### src/rtl/seg_scan_display.sv
// Four-digit hex scanner for a common-anode 7-segment display: shadows a 16-bit value
// and overflow flag on load, then refreshes one digit per prescaler tick.
module seg_scan_display #(
  parameter int DIV_W    = 17,
  parameter bit BLANK_LZ = 1'b1
) (
  input  logic        clkin,
  input  logic        rst,
  input  logic        load,
  input  logic [15:0] value,
  input  logic        ovf,
  output logic [6:0]  seg,
  output logic [3:0]  an,
  output logic        dp
);

  logic [DIV_W-1:0] presc_reg;
  logic [1:0]       idx_reg;
  logic [15:0]      shadow_reg;
  logic             shadow_ovf_reg;
  logic [6:0]       seg_reg;
  logic [3:0]       an_reg;
  logic             dp_reg;

  logic             tick;
  logic [3:0]       nib;
  logic [3:0]       lz;
  logic             blank;
  logic [6:0]       dec;
  logic [6:0]       seg_next;
  logic [3:0]       an_next;
  logic             dp_next;

  assign tick = &presc_reg;

  // lz[k]: digit k is a leading zero (nibbles k..3 all zero); digit 0 always shows
  assign lz[0] = 1'b0;
  generate
    for (genvar gi = 1; gi < 4; gi++) begin : g_lz
      assign lz[gi] = BLANK_LZ && (shadow_reg[15:4*gi] == '0);
    end
  endgenerate

  always_comb begin
    nib = 4'h0;
    case (idx_reg)
      2'd0:    nib = shadow_reg[3:0];
      2'd1:    nib = shadow_reg[7:4];
      2'd2:    nib = shadow_reg[11:8];
      default: nib = shadow_reg[15:12];
    endcase
  end

  // Active-low {g,f,e,d,c,b,a}
  always_comb begin
    dec = 7'h7F;
    case (nib)
      4'h0: dec = 7'h40;
      4'h1: dec = 7'h79;
      4'h2: dec = 7'h24;
      4'h3: dec = 7'h30;
      4'h4: dec = 7'h19;
      4'h5: dec = 7'h12;
      4'h6: dec = 7'h02;
      4'h7: dec = 7'h78;
      4'h8: dec = 7'h00;
      4'h9: dec = 7'h10;
      4'hA: dec = 7'h08;
      4'hB: dec = 7'h03;
      4'hC: dec = 7'h46;
      4'hD: dec = 7'h21;
      4'hE: dec = 7'h06;
      default: dec = 7'h0E;
    endcase
  end

  always_comb begin
    blank    = lz[idx_reg];
    seg_next = blank ? 7'h7F : dec;
    an_next  = blank ? 4'hF : ~(4'b0001 << idx_reg);
    dp_next  = !((idx_reg == 2'd0) && shadow_ovf_reg);
  end

  always_ff @(posedge clkin or posedge rst) begin
    if (rst) begin
      presc_reg      <= '0;
      idx_reg        <= 2'd0;
      shadow_reg     <= 16'h0000;
      shadow_ovf_reg <= 1'b0;
      seg_reg        <= 7'h7F;
      an_reg         <= 4'hF;
      dp_reg         <= 1'b1;
    end else begin
      presc_reg <= presc_reg + 1'b1;
      // A load coinciding with tick lands after this update, so the old shadow is shown
      if (load) begin
        shadow_reg     <= value;
        shadow_ovf_reg <= ovf;
      end
      if (tick) begin
        idx_reg <= idx_reg + 2'd1;
        seg_reg <= seg_next;
        an_reg  <= an_next;
        dp_reg  <= dp_next;
      end
    end
  end

  assign seg = seg_reg;
  assign an  = an_reg;
  assign dp  = dp_reg;

endmodule

### config.mk
export PLATFORM = sky130hd
export DESIGN_NAME = seg_scan_display
export DESIGN_NICKNAME = d
export VERILOG_FILES = /design/src/rtl/seg_scan_display.sv
export SDC_FILE = /design/constraint.sdc
export NUM_CORES = 1
export LEC_CHECK = 0
export ABC_CLOCK_PERIOD_IN_PS = 2950
export CAP_MARGIN = 10
export CELL_PAD_IN_SITES_DETAIL_PLACEMENT = 1
export CELL_PAD_IN_SITES_GLOBAL_PLACEMENT = 1
export CORE_ASPECT_RATIO = 1.1
export CORE_MARGIN = 2
export CORE_UTILIZATION = 43
export CTS_CLUSTER_SIZE = 30
export DETAILED_ROUTE_END_ITERATION = 8
export PLACE_DENSITY_LB_ADDON = 0.25
export SETUP_SLACK_MARGIN = 0.3
export SYNTH_ARGS = -nofsm -noshare
export SYNTH_HDL_FRONTEND = slang
export SYNTH_SLANG_ARGS = --single-unit
### constraint.sdc
create_clock -name clkin -period 2.95 [get_ports clkin]
set_clock_uncertainty 0.2 [all_clocks]
set_input_delay 0.7375 -clock clkin [delete_from_list [all_inputs] [get_ports clkin]]
set_output_delay 0.7375 -clock clkin [all_outputs]
set_load 0.02 [all_outputs]
== Word level (Yosys, flattened, before mapping) ==
Memories as Yosys holds them, arrays and structs flattened.
Cells that the tools add are included.
Storage, ports and cells
  bits in registers: 48
  memory bits (read-only): 112
  output and inout port bits: 12
  memories: 1
Memory list
  (no name shown): depth 16, bits a word 7, read ports 1, clocked after memory_dff 0, write ports 0, RTL line 57  | case (nib)
Cells by class
  add/sub/neg operators: 2
  order comparisons: 1
  equality and inequality tests: 2
  shifts and indexed selects: 1
  mux-type cells: 5
  bitwise logic cells: 1
  reduce and logical (&&, ||, !) cells: 7
Operators by type and width (count)
  17-bit by 1-bit adder with 17-bit output (second input constant): 1
  17-bit AND reduction: 1
  12-bit logical NOT: 1
  4-bit case mux with 3 select lines: 1
  8-bit logical NOT: 1
  7-bit two-way mux: 1
  4-bit logical NOT: 1
  4-bit two-way mux: 1
  4-bit NOT: 1
  1-bit by 2-bit left shift with 4-bit output (first input constant): 1
  2-bit by 3-bit < comparator with 1-bit output (second input constant): 1
  2-bit by 1-bit adder with 2-bit output (second input constant): 1
  1-bit binary-select mux with 2-bit select: 1
  2-bit by 1-bit == test with 1-bit output (second input constant): 1
  2-bit == test (second input constant): 1
  2-bit logical NOT: 1
  1-bit logical AND: 1
  1-bit logical NOT: 1
  1-bit two-way mux: 1

== Depth between registers and ports, before layout ==
Gate-level depths: netlist of the first run.
  depth after elaboration: 4
  gate-level depth with buffers: 10
  mapped depth without buffers: 10

== Worst setup path before layout of the first run ==
Ideal clock, no wire load.
  path type: reg-to-reg
  start point: register idx_reg[0]
  end point: register seg_reg[3] (netlist: seg[3])
  library setup time: 0.058 ns
  arrival: 2.184 ns
  data required time: 2.692 ns
  setup slack: 0.508 ns
  cell stages (with the launch flop): 10
  path buffers: 0
  period minus slack after synthesis: 2.442 ns
  cells stage by stage: dfrtp_1 -> inv_1 -> ha_1 -> a222oi_1 -> mux2_2 -> ha_1 -> inv_1 -> o32a_2 -> a22oi_1 -> o22a_2
Between the ends
  longest elaborated chain between the ends: 4
RTL lines
  start: declaration: RTL line 18  | logic [1:0] idx_reg;
  start signal: assignment: RTL line 101  | idx_reg <= idx_reg + 2'd1;
  2-bit == test, or another cell as far along: RTL line 46  | case (idx_reg)
  4-bit case mux with 3 select lines: RTL line 46
  memory 16 x 7 bit
  7-bit two-way mux *: RTL line 79  | seg_next = blank ? 7'h7F : dec;
  end signal: assignment: RTL line 102  | seg_reg <= seg_next;
  end: declaration: RTL line 21  | logic [6:0] seg_reg;
Mark *: on every way between the ends. The rest lies on a longest branch, timed or not. The select of a mux whose other input is x is not followed.
A chain may end at the register's enable or synchronous reset.

== Worst setup path after layout of the first run ==
Ends and elaborated chain as after synthesis.

==> results of run 1 <==
[final timing paths]
kind	startpoint	to	slack [ns]
min in group asynchronous	rst	presc_reg[1]	0.59
worst min-delay path	shadow_ovf_reg	dp	0.25
worst min register to register	shadow_ovf_reg	dp	0.25
worst max-delay path	idx_reg[0]	seg[3]	0.38
worst max register to register	idx_reg[0]	seg[3]	0.38
max in group asynchronous	rst	seg[3]	1.32
[cell families after synthesis]
group                      count (synthesis)  synth area share [%]
AOI/OAI and AO/OA                         35                  10.3
xor gates and xnor gates                  16                  5.98
adders and majority gates                 13                  6.94
buffers and inverters                     20                  3.63
DFF                                       48                  51.9
muxes                                     20                  9.60
and+or+nand+nor                           53                  11.7
[power by group through the flow]
stage | sequential (mW) | clock (mW) | combinational, mW
after floorplan | 0.705 | 0 | 0.101
after global placement | 0.714 | 0 | 0.145
after detailed placement | 0.715 | 0 | 0.149
after CTS | 0.702 | 0.531 | 0.151
after global routing | 0.706 | 0.555 | 0.174
final | 0.703 | 0.516 | 0.154
[critical path: cells and delay by family (launching register included)]
family | cells | cell delay (ns)
AO/OA/AOI/OAI | 4 | 1.09
adder cells (fa/ha/maj) | 2 | 0.42
buffers and inverters | 2 | 0.15
flip-flops | 1 | 0.41
multiplexers | 1 | 0.26
[through the flow]
stage,power [mW],area (um2),cells,setup slack [ns]
global placement,0.859,2740,308,0.355
finish,1.37,2920,320,0.378
detailed placement,0.864,2740,308,0.301
floorplan,0.806,2340,205,0.508
CTS,1.38,2870,316,0.321
global route,1.44,2920,320,0.267
[final cells by class]
type,instances,share of cell area [%]
Inverter,13,1.67
Tap cell,75,3.22
Sequential cell,48,41.8
Multi-Input combinational cell,137,36.3
Clock inverter,1,1.03
Clock buffer,7,3.30
Timing Repair Buffer,39,12.7
[synthesized netlist by cell type, drive strengths merged, types with 3 or more instances]
| master | number | area share, % |
|---|---|---|
| o211ai | 3 | 0.96 |
| nand2 | 8 | 1.3 |
| mux2i | 3 | 1.4 |
| xor2 | 4 | 1.5 |
| inv | 13 | 2.1 |
| dfstp | 12 | 13 |
| and3 | 5 | 1.3 |
| nor2 | 13 | 2.1 |
| a21oi | 10 | 2.3 |
| mux2 | 17 | 8.2 |
| clkbuf | 3 | 0.48 |
| a31oi | 4 | 1.1 |
| a22oi | 3 | 0.96 |
| ha | 13 | 6.9 |
| buf | 4 | 1.1 |
| o21ai | 5 | 1.1 |
| dfrtp | 36 | 38 |
| nor4 | 3 | 0.80 |
| nor3 | 3 | 0.85 |
| xnor2 | 12 | 4.5 |
| nand3 | 12 | 2.6 |
[routing by layer]
metal,track usage (%),part of all wire [%],vias up
met5,0,0,-
met4,4.82,1.1,0
met3,3.31,1.8,5
met2,33.5,51,24
met1,24.1,46,832
li1,-,-,802
[what timing repair did]
action                                  4_1_cts  5_1_grt
buffers inserted                              0        4
gates resized for setup                       2        5
cloned                                        0        0
pin swaps                                     0        1
endpoints found under the setup margin        1        7
hold endpoints to repair                      0        0
==> impl_metrics.ini, run 1 <==
[power]
seq_power_share_pct = 51.2
power_leakage_nw = 1.26
ir_drop_mv = 0.353
intPower_mw = 1.06
switching_share_pct = 22.8
switchingPower_mw = 0.313
combPwrFrac_pct = 11.2
clkPwrFrac_pct = 37.6
pwr_density_cell_mw_per_mm2 = 471

[worst_setup_path]
path_class = reg2reg
r2r_cells = 9
critPathCaptureType = register
crit_path_start_kind = register
arrival_ns = 2.62
worstPathCellList = inv_1 -> ha_1 -> a222oi_1 -> mux2_4 -> ha_1 -> inv_1 -> o32a_2 -> a22oi_1 -> o22a_2
crit_path_max_incr_delay_ns = 0.41
worstPathRequired_ns = 3.00
critPathSlowestCell = dfrtp_2
critPathMaxFanout = 6

[global_routing]
grt_pass1_wl_um = 8800
track_usage_pct = 19.0
grt_max_degree = 27
overflow = 0
grt_pass1_vias = 1841
antenna_found_initial = 0

[place]
routabilityCongestion = 0.794
hpwl_um = 3780
io_buffers = 31

[timing]
fin_hold_ws_ns = 0.252
tns_ns = 0
fin_crit_sh_pct = 87.2
fmax_ghz = 0.389
period_minus_slack_ns = 2.57
rsz0062_at_grt = yes
tightest_slew_ns = 0.703
finalSetupViolCount = 0
report.final.slew_viol_count = 0
relSlewSlack_pct = 52.2
finalHoldViolations = 0

[logic_synthesis]
synth.distinct_cells = 42
synthArstFlopShare_pct = 100
synth_top_flop_cell = dfrtp_1
yosys_warnings = 0
syn-num-nets = 238
postSynthAreaPerCell_um2 = 11.4
seq_area_frac_synth_pct = 51.9
syn_inst = 205
synth_edf_count = 0
ys_ff_latch = 48
synth_area_mm2 = 0.00234

[floorplan]
dieHeight_um = 81.5
start_util_pct = 44.0
die_w_um = 74.4
dieArea_mm2 = 0.00606
num_rows = 28
coreArea_mm2 = 0.00533
pin_count = 32

[cells_and_area]
final_common_cell = dfrtp_1
num-nets-final = 277
syn_to_final_growth_pct = 24.4
final_cell_mix = dfrtp_1 (34), clkdlybuf4s50_1 (31), mux2_2 (16), nor2_1 (13)
largest_reg_flops = 17
multi_input_area_mm2 = 0.00106
post-route-util_pct = 54.8
antenna_cells = 0
final_layout_size_suffix_gt1_share_pct = 23.3
seqCellArea_mm2 = 0.00122
fillCellCount = 583

[detailed_routing]
wire_per_inst_um = 15.9
totalWireLength_um = 5080
vias_per_cell = 5.20
drtIter0Drc = 54
dr_total_vias = 1663
antenna_left = 0
drcViolationCount = 0
dr.pass1.iters = 4

[clocking]
cts_hold_buffers = 0
clk_latency_ns = 0.30
max-clock-path-buffers = 2
numClockSinks = 48
htreeDepth = 2
numCtsBuffers = 5
path_clk_slew_ns = 0.09
cts_tree = done
cts-root-buf = clkbuf_8

[run_status]
status = complete, no violations

[min_path]
holdPathStages = 1
worstHoldPathType = reg2reg

[flow_run]
cap_viol_max_count = 0
(Power assumes the default switching activity.)
==> inputs of run 2 (changes only) <==
--- a/config.mk
+++ b/config.mk
@@ -5,13 +5,13 @@
 export SDC_FILE = /design/constraint.sdc
 export NUM_CORES = 1
 export LEC_CHECK = 0
-export ABC_CLOCK_PERIOD_IN_PS = 2950
+export ABC_CLOCK_PERIOD_IN_PS = 3190
 export CAP_MARGIN = 10
 export CELL_PAD_IN_SITES_DETAIL_PLACEMENT = 1
 export CELL_PAD_IN_SITES_GLOBAL_PLACEMENT = 1
 export CORE_ASPECT_RATIO = 1.1
 export CORE_MARGIN = 2
-export CORE_UTILIZATION = 43
+export CORE_UTILIZATION = 46
 export CTS_CLUSTER_SIZE = 30
 export DETAILED_ROUTE_END_ITERATION = 8
 export PLACE_DENSITY_LB_ADDON = 0.25
==> constraint.sdc (replaced) <==
create_clock -name clkin -period 3.19 [get_ports clkin]
set_clock_uncertainty 0.2 [all_clocks]
set_input_delay 0.7975 -clock clkin [delete_from_list [all_inputs] [get_ports clkin]]
set_output_delay 0.7975 -clock clkin [all_outputs]
set_load 0.02 [all_outputs]
==> run 2 against run 1 <==
Effect of this change:
- cell count down 6.6%
- first-iteration DRC count is 54% lower
- via count increased by 0.12%
- wire length shrank 3.6%
- sequential power shrank 7.8%
- hold slack improved by 0.021 ns
- global-route usage grew 0.52 points
- register-to-register slack gained 0.07 ns
- highest routed layer unchanged
- die area decreased by 6.2%
- sequential share of layout area increased by 1.6 points
==> impl_metrics.ini, run 2 (same netlist as run 1, synthesis figures left out) <==
[global_routing]
overflow = 0
grt_pass1_wl_um = 8710
track_usage_pct = 19.5
grt_pass1_vias = 1865
use_met3_pct = 3.93
grt_max_degree = 20
grt.busiest_layer = met2
grt.met1_usage_pct = 24.0
grt_use_met2_pct = 35.5
antenna_found_initial = 0

[cells_and_area]
largest_reg_flops = 17
final_area_mm2 = 0.00281
fillCellCount = 525
final_cell_mix = dfrtp_1 (35), clkdlybuf4s50_1 (31), mux2_2 (17), nor2_1 (13), ha_1 (13)
multi_input_area_mm2 = 0.00104
final_layout_size_suffix_gt1_share_pct = 19.9
fin_cells = 299
antenna_cells = 0
syn_to_final_growth_pct = 19.8
final_common_cell = dfrtp_1
num-nets-final = 273
post-route-util_pct = 56.6
seqCellArea_mm2 = 0.00122

[power]
combPwrFrac_pct = 12.0
pwr_density_cell_mw_per_mm2 = 404
seq_power_share_pct = 57.2
power_leakage_nw = 1.21
switchingPower_mw = 0.281
switching_share_pct = 24.8
clkPwrFrac_pct = 30.9
intPower_mw = 0.852
ir_drop_mv = 0.336
total_power_mw = 1.13

[detailed_routing]
dr_total_vias = 1665
drtIter0Drc = 25
totalWireLength_um = 4900
dr.pass1.iters = 4
drcViolationCount = 0
vias_per_cell = 5.57
wire_per_inst_um = 16.4
antenna_left = 0

[worst_setup_path]
worstPathCellList = inv_1 -> ha_1 -> a222oi_1 -> mux2_2 -> ha_1 -> inv_1 -> o32a_2 -> a22oi_1 -> o22a_2
startpoint = idx_reg[0]
critPathSlowestCell = dfrtp_2
critPathCaptureType = register
path_class = reg2reg
arrival_ns = 2.79
worst-path-buf-inv = 2
crit_family = compound AO/OA/AOI/OAI gates
r2r_start = idx_reg[0]
critPathMaxFanout = 7
crit_path_start_kind = register
rrSetupSlack_ns = 0.45
worstPathRequired_ns = 3.24
crit_path_max_incr_delay_ns = 0.44

[floorplan]
pin_count = 32
die_w_um = 72.1
dieHeight_um = 78.9
start_util_pct = 47.2
dieArea_mm2 = 0.00568
num_rows = 27
coreArea_mm2 = 0.00497

[clocking]
cts-root-buf = clkbuf_8
numClockSinks = 48
max-clock-path-buffers = 2
postCtsSetupBuffers = 0
path_clk_slew_ns = 0.09
numCtsBuffers = 5
clk_latency_ns = 0.29
cts_hold_buffers = 0
cts_resized = 0
htreeDepth = 2
cts_tree = done

[timing]
tns_ns = 0
report.final.slew_viol_count = 0
rsz0062_at_grt = no
fin_hold_ws_ns = 0.273
fin_crit_sh_pct = 86.0
finalSetupViolCount = 0
fmax_ghz = 0.364
relSlewSlack_pct = 50.8
period_minus_slack_ns = 2.74
tightest_slew_ns = 0.724
final.setup.worst_slack_ns = 0.446
finalHoldViolations = 0

[run_status]
status = complete, no violations

[min_path]
worstHoldPathType = reg2reg
worstHoldStart = shadow_ovf_reg

[place]
dpl.cell_count = 291
placed_area_mm2 = 0.00272
routabilityCongestion = 0.697
place_worst_setup_slack_ns = 0.399
io_buffers = 31
hpwl_um = 3840

[flow_run]
cap_viol_max_count = 0
==> run 2: layer usage <==
metal	share of wire, %	up-vias
met5	0	-
met4	0.51	0
met3	2.6	4
met2	54	22
met1	42	848
li1	-	791
==> run 2: path summary, 6_finish.rpt <==
check                                     end  cells after the start
worst max-delay path                   seg[3]                      9
worst min-delay path                       dp                      1
worst max register to register         seg[3]                      9
worst min register to register             dp                      1
max in group asynchronous               an[0]                      3
min in group asynchronous       presc_reg[12]                      2
==> run 2: power by group through the flow <==
stage | Sequential (mW) | Clock (mW) | Combinational (mW)
floorplan | 0.652 | 0 | 0.0938
global placement | 0.658 | 0 | 0.135
detailed placement | 0.660 | 0 | 0.137
CTS | 0.648 | 0.365 | 0.138
global route | 0.652 | 0.388 | 0.153
finish | 0.648 | 0.350 | 0.136
==> run 2: area by class of cell <==
class,count,share of cell area (%)
repair buffers,35,12.1
clock buffers,6,2.58
multi-input cells,137,37.2
inverters,13,1.74
well taps,58,2.58
flip-flops and latches,48,43.3
clock inverters,2,0.445
==> run 2: worst register-to-register path: cells and delay by family (launching register included) <==
kind,cells,cell delay (ns)
compound gates,4,1.13
fa+ha+maj,2,0.46
buf+inv,2,0.16
flops,1,0.44
mux,1,0.31
==> inputs of run 3 (changes only) <==
--- a/config.mk
+++ b/config.mk
@@ -12,7 +12,6 @@
 export CORE_ASPECT_RATIO = 1.1
 export CORE_MARGIN = 2
 export CORE_UTILIZATION = 46
-export CTS_CLUSTER_SIZE = 30
 export DETAILED_ROUTE_END_ITERATION = 8
 export PLACE_DENSITY_LB_ADDON = 0.25
 export SETUP_SLACK_MARGIN = 0.3
==> results of run 3 <==
Final layout, timing and power as in run 2 (identical DEF).
